## src/rtl/data_store_buffer.sv

```systemverilog
// data_store_buffer: posted-store FIFO draining to data memory, with loads serialised behind queued stores
module data_store_buffer #(
  parameter int DEPTH = 4
) (
  input  logic        clk,
  input  logic        reset_n,
  input  logic [31:0] addr,
  input  logic [31:0] write_data,
  input  logic        memwrite,
  input  logic        memread,
  input  logic [3:0]  sign_mask,
  output logic [31:0] read_data,
  output logic        clk_stall,
  output logic [31:0] mem_addr,
  output logic [31:0] mem_write_data,
  output logic [3:0]  mem_sign_mask,
  output logic        mem_memwrite,
  output logic        mem_memread,
  input  logic [31:0] mem_read_data,
  input  logic        mem_clk_stall
);
  localparam int AW = $clog2(DEPTH);
  typedef enum logic [1:0] {IDLE, REQ, BUSY, DONE} state_t;
  state_t state, state_nx;
  logic [31:0] q_addr [DEPTH];
  logic [31:0] q_data [DEPTH];
  logic [3:0]  q_mask [DEPTH];
  logic [AW-1:0] wr_ptr, rd_ptr;
  logic [AW:0] count;
  logic op_read, full, push, pop, mem_idle, issue_wr, issue_rd, busy_exit;
  assign full = count == (AW+1)'(DEPTH);
  assign push = memwrite & ~full;
  assign mem_idle = ~mem_clk_stall;
  assign issue_wr = state == IDLE & mem_idle & count != '0;
  assign issue_rd = state == IDLE & mem_idle & count == '0 & memread & ~memwrite;
  assign busy_exit = state == BUSY & mem_idle;
  assign pop = busy_exit & ~op_read;
  assign clk_stall = reset_n & ((memwrite & full) | (memread & ~memwrite & state != DONE));
  always_comb begin
    state_nx = state;
    case (state)
      IDLE: state_nx = issue_wr | issue_rd ? REQ : IDLE;
      REQ: state_nx = BUSY;
      BUSY: state_nx = mem_idle ? (op_read ? DONE : IDLE) : BUSY;
      default: state_nx = IDLE;
    endcase
  end
  always_ff @(posedge clk)
    state <= !reset_n ? IDLE : state_nx;
  always_ff @(posedge clk)
    if (push) begin
      q_addr[wr_ptr] <= addr;
      q_data[wr_ptr] <= write_data;
      q_mask[wr_ptr] <= sign_mask;
    end
  always_ff @(posedge clk)
    if (!reset_n) begin
      wr_ptr <= '0;
      rd_ptr <= '0;
      count <= '0;
    end else begin
      wr_ptr <= wr_ptr + AW'(push);
      rd_ptr <= rd_ptr + AW'(pop);
      count <= count + (AW+1)'(push) - (AW+1)'(pop);
    end
  always_ff @(posedge clk)
    if (!reset_n) begin
      mem_addr <= '0;
      mem_write_data <= '0;
      mem_sign_mask <= '0;
      mem_memwrite <= 1'b0;
      mem_memread <= 1'b0;
      read_data <= '0;
      op_read <= 1'b0;
    end else begin
      mem_memwrite <= issue_wr;
      mem_memread <= issue_rd;
      if (issue_wr) begin
        mem_addr <= q_addr[rd_ptr];
        mem_write_data <= q_data[rd_ptr];
        mem_sign_mask <= q_mask[rd_ptr];
        op_read <= 1'b0;
      end else if (issue_rd) begin
        mem_addr <= addr;
        mem_sign_mask <= sign_mask;
        op_read <= 1'b1;
      end
      if (busy_exit & op_read) read_data <= mem_read_data;
    end
endmodule

```

## config.mk

```make
export PLATFORM = sky130hd
export DESIGN_NAME = data_store_buffer
export DESIGN_NICKNAME = d
export VERILOG_FILES = /design/src/rtl/data_store_buffer.sv
export SDC_FILE = /design/constraint.sdc
export NUM_CORES = 1
export LEC_CHECK = 0
export CAP_MARGIN = 20
export CELL_PAD_IN_SITES_DETAIL_PLACEMENT = 1
export CELL_PAD_IN_SITES_GLOBAL_PLACEMENT = 1
export CORE_MARGIN = 5
export CORE_UTILIZATION = 45
export CTS_BUF_LIST = sky130_fd_sc_hd__clkbuf_16
export CTS_CLUSTER_DIAMETER = 50
export DETAILED_ROUTE_END_ITERATION = 10
export HOLD_SLACK_MARGIN = 0.02
export PLACE_DENSITY_LB_ADDON = 0.1
export SLEW_MARGIN = 20
export SYNTH_ARGS = -nofsm -noshare
export SYNTH_HDL_FRONTEND = slang
export SYNTH_SLANG_ARGS = --single-unit
```

## constraint.sdc

```tcl
create_clock -name clk -period 9.9 [get_ports clk]
set_clock_uncertainty 0.2 [all_clocks]
set_input_delay 2.97 -clock clk [delete_from_list [all_inputs] [get_ports clk]]
set_output_delay 2.97 -clock clk [all_outputs]
set_load 0.01 [all_outputs]
```

==> Yosys cells after proc, flatten, opt, wreduce, memory -nomap -nowiden <==
Memories as Yosys holds them, arrays and structs flattened. A register that Yosys moved wholly into a read port is not among the register bits.
Cells that the tools add are included.
{ "word_totals": {"n_memories": 3, "mem_bits_rw": 272, "elab_cells": 59, "regBits": 80, "input_bits": 105} }
{ "classes": {"mux": 12, "n_addsub": 4, "n_eq_ne": 4, "bitwise": 20, "n_reduce_logical": 6} }
{ "memory_table": {"columns": ["memory", "words", "width", "read_ports", "rd_clocked_by_memory_dff", "wr", "line", "source"], "rows": [
  ["q_addr", 4, 32, 1, 1, 1, "25", "logic [31:0] q_addr [DEPTH];"],
  ["q_data", 4, 32, 1, 1, 1, "26", "logic [31:0] q_data [DEPTH];"],
  ["q_mask", 4, 4, 1, 1, 1, "27", "logic [3:0] q_mask [DEPTH];"]
]} }
{ "ops": {"columns": ["cell", "n"], "rows": [
  ["$mux W32", 2],
  ["$and A1 B1 Y1", 13],
  ["$mux W2", 4],
  ["$mux W4", 2],
  ["$pmux W2 S3", 1],
  ["$not A1 Y1", 5],
  ["$add A2 B1 Y2", 2],
  ["$add A3 B1 Y3", 1],
  ["$eq A3 B3 Y1 const B", 1],
  ["$logic_not A3 Y1", 1],
  ["$mux W1", 3],
  ["$reduce_bool A3 Y1", 1],
  ["$sub A3 B1 Y3", 1],
  ["$eq A2 B1 Y1 const B", 1],
  ["$eq A2 B2 Y1 const B", 1],
  ["$logic_not A2 Y1", 1],
  ["$ne A2 B2 Y1 const B", 1],
  ["$or A1 B1 Y1", 2],
  ["$reduce_bool A2 Y1", 1],
  ["$reduce_or A2 Y1", 1],
  ["$logic_not A1 Y1", 1]
]} }

==> Depth between registers and ports, before layout <==
Gate-level depths: netlist (run 1).
{ "logic_depth": {"ltp_word": 8, "ltp_mapped": 11, "depth_no_buf": 11} }

==> Worst setup path after synthesis (run 1) <==
Ideal clock, no wire load.
{ "synth_path": {"path_type": "input to register", "startpoint": "input port memwrite", "endpoint": "memory q_addr[1][0], enable pin", "setup_slack_ns": 1.094, "t_required_ns": 9.108, "path_buffers": 0, "arrival_ns": 8.014, "stages": 2, "path_cell_list": "nand2_1 > nor3b_1"} }
{ "synth_between": {"elab_chain_len": 3} }
{ "synth_lines": {"columns": ["item", "line", "source"], "rows": [
  ["start: declaration", "9", "input logic memwrite,"],
  ["$and A1 B1 Y1", "32", "assign push = memwrite & ~full;"],
  ["$mux W1", "51", "if (push) begin"],
  ["$mux W1 (not written as such)", "52", "q_addr[wr_ptr] <= addr;"],
  ["end: declaration", "25", null]
]} }
No other way between the ends.

==> Worst setup path after layout (run 1) <==
{ "layout_path": {"startpoint": "input port memwrite", "endpoint": "output port clk_stall"} }
{ "layout_between": {"elab_chain_len": 5} }
{ "layout_lines": {"columns": ["item", "line", "source"], "rows": [
  ["$not A1 Y1", "38", "assign clk_stall = reset_n & ((memwrite & full) | (memread & ~memwrite & state != DONE));"],
  ["$and A1 B1 Y1 (2 in a row)", "38", null],
  ["$or A1 B1 Y1 (*)", "38", null],
  ["$and A1 B1 Y1 (*)", "38", null],
  ["end: declaration", "13", "output logic clk_stall,"]
]} }
Every way passes the cells marked *; elsewhere a longest branch is shown, timed or not.

==> results.cfg, run 1 <==
[clock_network]
cts.sink_count = 384
tritoncts = yes
cts_htree_levels = 2
post-cts-setup-buffers = 0
cts_hold_repair.buffers = 0
clock_insertion_delay_worst_skew_ns = 0.53
cts.clk_slew.worst_paths_ns = 0.05
numCtsBuffers = 43
cts_resized = 0
ctsRootBufferMaster = clkbuf_16
clock_path_buffers = 3

[placed_design]
io_buffer_count = 207
dp_slack_ns = 2.16
hpwl_mm = 19.1
final_wtd_congestion = 0.696
dp.cells = 1463
placed_cell_area_um2 = 16700

[synth]
synthesis.instances = 896
synth_enable_flop_cells = 272
synth_area_per_cell_um2 = 15.9
muxShareOfSynthArea = 0.108
ys_seq_area_frac = 0.732
synth-adder-area-share = 0.00317
synth-xor-area-share = 0.00369
ys_async_sr_fraction = 0
flip_flop_and_latch_count_after_synthesis = 384
yosys_most_used_dff = edfxtp_1
largest_family_of_logic_cells_by_synthesized_area = multiplexers
ys_warn_count = 0
synth-compound-area-share = 0.0665
post_synth_and_or_nand_nor_area_fraction = 0.0675
synth_unique_cells = 35
synthesis.nets = 1004
synth_area_um2 = 14200

[worst_setup_path]
reg2reg_depth = 7
worst-endpoint-arrival_ns = 4.55
setup.reg_to_reg.worst_slack_ns = 6.85
crit-reg2reg-capture = q_data[2][26]
setup.worst_path.end = clk_stall
setup.worst_path.start = memwrite
critical_path.max_fanout = 3
critPathCaptureType = output pin
cp-start-kind = input port
r2r-start = count[1]
critPathKind = input port to output pin
timing.critical_path.required_ns = 6.73

[grt]
grt_pass1_wl_mm = 51.1
global_route.overflow_total = 0
number_of_antenna_violations_at_the_first_check_in_global_routing = 2
grt_pass1_vias = 9016
grtUsageTotal = 0.183
grt_max_degree = 78

[routing]
vias = 8183
drt_iter0_drc = 408
routed_wl_mm = 32.3
detail_route.vias_per_cell = 5.31
remaining_drc_errors = 0
pre_repair_dr_iteration_count = 4
drt-wirelength-per-cell_um = 21.0
antenna_violating_nets_post_route = 0

[power]
irDropWorstVdd_mv = 0.176
power_density_nw_per_um2 = 234
total_leakage_power_nw = 5.91

[final_layout]
layout-drive-gt1-share = 0.132
fin_area_um2 = 18000
finish.cell_count_without_fillers = 1542
num-nets-final = 1214
fillerInstances = 2974
area_used_by_sequential_logic_in_the_layout_um2 = 10400
layout.cells.most_common = edfxtp_1
mostFrequentLayoutCells = 272 x edfxtp_1, 206 x clkdlybuf4s50_1, 205 x nand2_1
areaGrowthSynthToFinish_pct = 26.3
insertedDiodeCount = 0
multiInputGateArea_um2 = 3560

[die]
floorplan.core_area_um2 = 31400
ios = 208
initial_core_util = 0.453
die_w_um = 188
chipHeight_um = 188
placement_rows = 65
die-area_um2 = 35300

[sta]
post-route-period-util = 0.779
timing_hold_violations_final = 0
timing.fmax_ghz = 0.130
actual_transition_at_the_worst_max_transition_pin_ns = 1.04
final-setup-viol-count = 0
slew_headroom = 0.305
setup-tns-final_ns = 0
final-max-slew-violation-count = 0
rsz0062_at_grt = no
postLayoutSetupSlackWorst_ns = 2.18
final_period_minus_worst_setup_slack_ns = 7.72

[flow_run]
cap_violations = 0

[worst_hold_path]
hold_removal_path_class = register to register

[run_status]
status = finished clean
routing by layer:
metal	vias to the layer above	part of all wire	track usage	wire (um)
li1	3786	-	-	-
met4	4	0.017	0.0438	560
met1	4159	0.42	0.230	13400
met2	182	0.52	0.328	16800
met3	52	0.049	0.0374	1570
met5	-	0.00059	0	19
layout make-up:
cell class,count,share of cell area
Clock buffer,44,0.0613
Clock inverter,35,0.0112
Inverter,2,0.000418
Multi-Input combinational cell,454,0.198
Sequential cell,384,0.580
Tap cell,402,0.0280
Timing Repair Buffer,221,0.121
power by group:
part	total [mW]	internal (mW)	switching, mW	leakage, nW
clock	1.44	0.834	0.611	0.684
sequential	2.03	1.94	0.0860	3.41
combinational	0.724	0.315	0.408	1.82
total	4.20	3.09	1.10	5.91
how the worst min path moves through the flow:
stage,cells after the start,slack [ns],endpoint,from
final,2,0.26,read_data[19],read_data[19]
after global routing,2,0.28,read_data[5],read_data[5]
after CTS,2,0.27,read_data[19],read_data[19]
after detailed placement,2,0.26,read_data[19],read_data[19]
after global placement,2,0.25,read_data[9],read_data[9]
after floorplan,2,0.29,mem_write_data[14],mem_write_data[14]
worst max-delay path, cell delays in order:
cell and delay [ns]:
clkdlybuf4s50_1 0.44, nand2b_1 0.22, a21oi_1 0.14, a31oi_1 0.07
nor2b_1 0.15, clkdlybuf4s50_1 0.55
through the flow:
step	total power [mW]	util	hold WS (ns)
2_1_floorplan	2.46	-	0.288
3_3_place_gp	2.78	0.531	0.251
3_5_place_dp	2.80	0.531	0.259
4_1_cts	4.26	0.572	0.267
5_1_grt	4.40	0.572	0.280
6_report	4.20	0.572	0.263
synth_stat cells, types with 2 or more instances:
library cell / number / area [um^2]
a21boi_0: 65 / 488
a31oi_1: 37 / 231
and2_1: 6 / 37.5
and3_1: 3 / 18.8
buf_1: 2 / 7.51
buf_2: 27 / 135
buf_4: 3 / 22.5
buf_6: 2 / 22.5
clkbuf_1: 22 / 82.6
dfxtp_1: 112 / 2240
edfxtp_1: 272 / 8170
ha_1: 2 / 25.0
inv_1: 2 / 7.51
mux4_2: 68 / 1530
nand2_1: 206 / 773
nand2b_1: 2 / 12.5
nor2_1: 3 / 11.3
nor2b_1: 4 / 25.0
nor3_1: 2 / 10.0
o211a_1: 2 / 20.0
o21ai_0: 27 / 135
o21ai_1: 10 / 50.1
xnor2_1: 3 / 26.3
xor2_1: 3 / 26.3
sequential cells by signal (all words and copies together), names as in the netlist:
name and flops:
q_addr 128, q_data 128, mem_addr 32, mem_write_data 32, read_data 32, q_mask 16, mem_sign_mask 4, count 3
rd_ptr 2, state 2, wr_ptr 2, mem_memread 1, mem_memwrite 1, op_read 1
cell families after synthesis:
kind of cell | Yosys count
flops | 384
simple gates | 234
compound gates | 143
mux | 68
buf+inv | 58
xor+xnor | 6
fa+ha+maj | 3
Power figures use the tool's default switching activity.
==> run 2, diff against run 1 <==
CORE_UTILIZATION = 41   (was 45)
clock period = 6.25 ns   (was 9.9 ns; I/O delays follow)
==> run 2 against run 1 <==
  * Sequential share of layout area is 0.70 points lower
  * First-iteration DRC count is 25% lower
  * Clock-buffer cell count is 1 higher
  * Core utilization is 4.3 points lower
  * Design area is 1.2% higher
  * Global-route usage is 0.87 points lower
  * Total power is 63% higher
  * Highest routed layer unchanged
==> results.cfg, run 2 (synthesis results as in run 1) <==
[clock_network]
cts_resized = 0
post-cts-setup-buffers = 0
clock_path_buffers = 3
cts_htree_levels = 2
cts.sink_count = 384
tritoncts = yes
clock_insertion_delay_worst_skew_ns = 0.52
ctsRootBufferMaster = clkbuf_16
cts_hold_repair.buffers = 0
cts.clk_slew.worst_paths_ns = 0.05
numCtsBuffers = 44

[grt]
global_route.overflow_total = 0
grt_max_degree = 71
number_of_antenna_violations_at_the_first_check_in_global_routing = 3
grtUsageTotal = 0.174
grt_pass1_wl_mm = 52.8
grt_pass1_vias = 8973

[routing]
antenna_violating_nets_post_route = 0
route.met2.wl_mm = 16.3
pre_repair_dr_iteration_count = 4
vias = 8224
drt_iter0_drc = 307
route.top_layer_used = met5
routed_wl_mm = 33.6
met3_length_mm = 1.47
length_of_routed_wiring_on_met1_mm = 15.2
detail_route.vias_per_cell = 5.14
remaining_drc_errors = 0
drt-wirelength-per-cell_um = 21.0

[worst_setup_path]
worst_path_max_delay_cell = clkdlybuf4s50_1
critPathKind = input port to output pin
crit_path_cell_trace = clkdlybuf4s50_1 -> nand2b_1 -> a21oi_1 -> a31oi_1 -> nor2b_1 -> clkdlybuf4s50_1
critPathCaptureType = output pin
worst-endpoint-arrival_ns = 3.45
timing.critical_path.slowest_cell_delay_ns = 0.57
critical_path.top_delay_family = buffers and inverters
worst-path-buf-inv = 2
timing.critical_path.required_ns = 4.18
cp-start-kind = input port
critical_path.max_fanout = 3
most_used_cell_along_the_critical_path = clkdlybuf4s50_1

[placed_design]
final_wtd_congestion = 0.731
dp.cells = 1519
dp_slack_ns = 0.726
hpwl_mm = 19.5
io_buffer_count = 207

[final_layout]
fillerInstances = 3270
layout.cells.most_common = edfxtp_1
finish.cell_count_without_fillers = 1599
insertedDiodeCount = 0
areaGrowthSynthToFinish_pct = 27.9
num-nets-final = 1218
mostFrequentLayoutCells = 272 x edfxtp_1, 206 x clkdlybuf4s50_1, 205 x nand2_1
reg_top3 = q_addr: 128 flops, q_data: 128 flops
layout-drive-gt1-share = 0.140

[sta]
postLayoutSetupSlackWorst_ns = 0.727
post-route-period-util = 0.884
timing.fmax_ghz = 0.181
setup-tns-final_ns = 0
timing_hold_violations_final = 0
final_period_minus_worst_setup_slack_ns = 5.52
final-setup-viol-count = 0
actual_transition_at_the_worst_max_transition_pin_ns = 1.07
final-max-slew-violation-count = 0
rsz0062_at_grt = no
slew_headroom = 0.287
hold_slack_ns = 0.262

[power]
total_leakage_power_nw = 5.97
irDropWorstVdd_mv = 0.209
power_density_nw_per_um2 = 376
power_mw = 6.84

[die]
chipHeight_um = 196
die_w_um = 196
placement_rows = 68
ios = 208
floorplan.core_area_um2 = 34400
initial_core_util = 0.414
die-area_um2 = 38500

[worst_hold_path]
hold_removal_path_class = register to register

[run_status]
status = finished clean

[flow_run]
cap_violations = 0
## run 2: cell types whose count changed in the layout (fill, tap and decap cells not counted), moves of 2 or more
| cell | delta |
|---|---|
| clkinv_1 | -3 |
| inv_1 | -2 |
| clkinvlp_4 | +2 |
| inv_6 | -2 |
| bufinv_16 | +3 |
| buf_12 | +2 |
## run 2: layout make-up
| cell class | count | area [um^2] | area share |
|---|---|---|---|
| flip-flops and latches | 384 | 10400 | 0.573 |
| multi-input cells | 454 | 3570 | 0.196 |
| repair buffers | 224 | 2220 | 0.122 |
| clock buffers | 45 | 1130 | 0.0619 |
| well taps | 455 | 569 | 0.0313 |
| clock inverters | 35 | 269 | 0.0148 |
| inverters | 2 | 7.51 | 0.000413 |
## run 2: worst reg2reg max path, cell delays in order (launching register included)
cell,delay (ns)
dfxtp_4,0.94
buf_4,0.66
mux4_2,0.60
nand2_1,0.08
a31oi_1,0.10
## run 2: per-stage QoR
step | util | cell area, um^2
floorplan | - | 14200
global placement | 0.488 | 16800
detailed placement | 0.488 | 16800
CTS | 0.529 | 18200
global route | 0.529 | 18200
finish | 0.529 | 18200
## run 2: routing by layer
layer / vias up / GRT usage
met2: 197 / 0.296
met3: 53 / 0.0359
met1: 4169 / 0.233
li1: 3799 / -
met5: - / 0
met4: 6 / 0.0419
## run 2: path summary, 6_finish.rpt
path / cells after the start / slack (ns) / to / start
worst max-delay path: 6 / 0.73 / clk_stall / memwrite
worst min-delay path: 2 / 0.26 / read_data[18] / read_data[18]
worst max register to register: 4 / 3.51 / mem_addr[8] / rd_ptr[0]
worst min register to register: 2 / 0.26 / read_data[18] / read_data[18]
## run 2: where the power goes
part | internal (mW) | leakage, nW | switching (mW) | total, mW
sequential | 3.07 | 3.41 | 0.140 | 3.21
clock | 1.47 | 0.720 | 0.987 | 2.46
combinational | 0.514 | 1.84 | 0.654 | 1.17
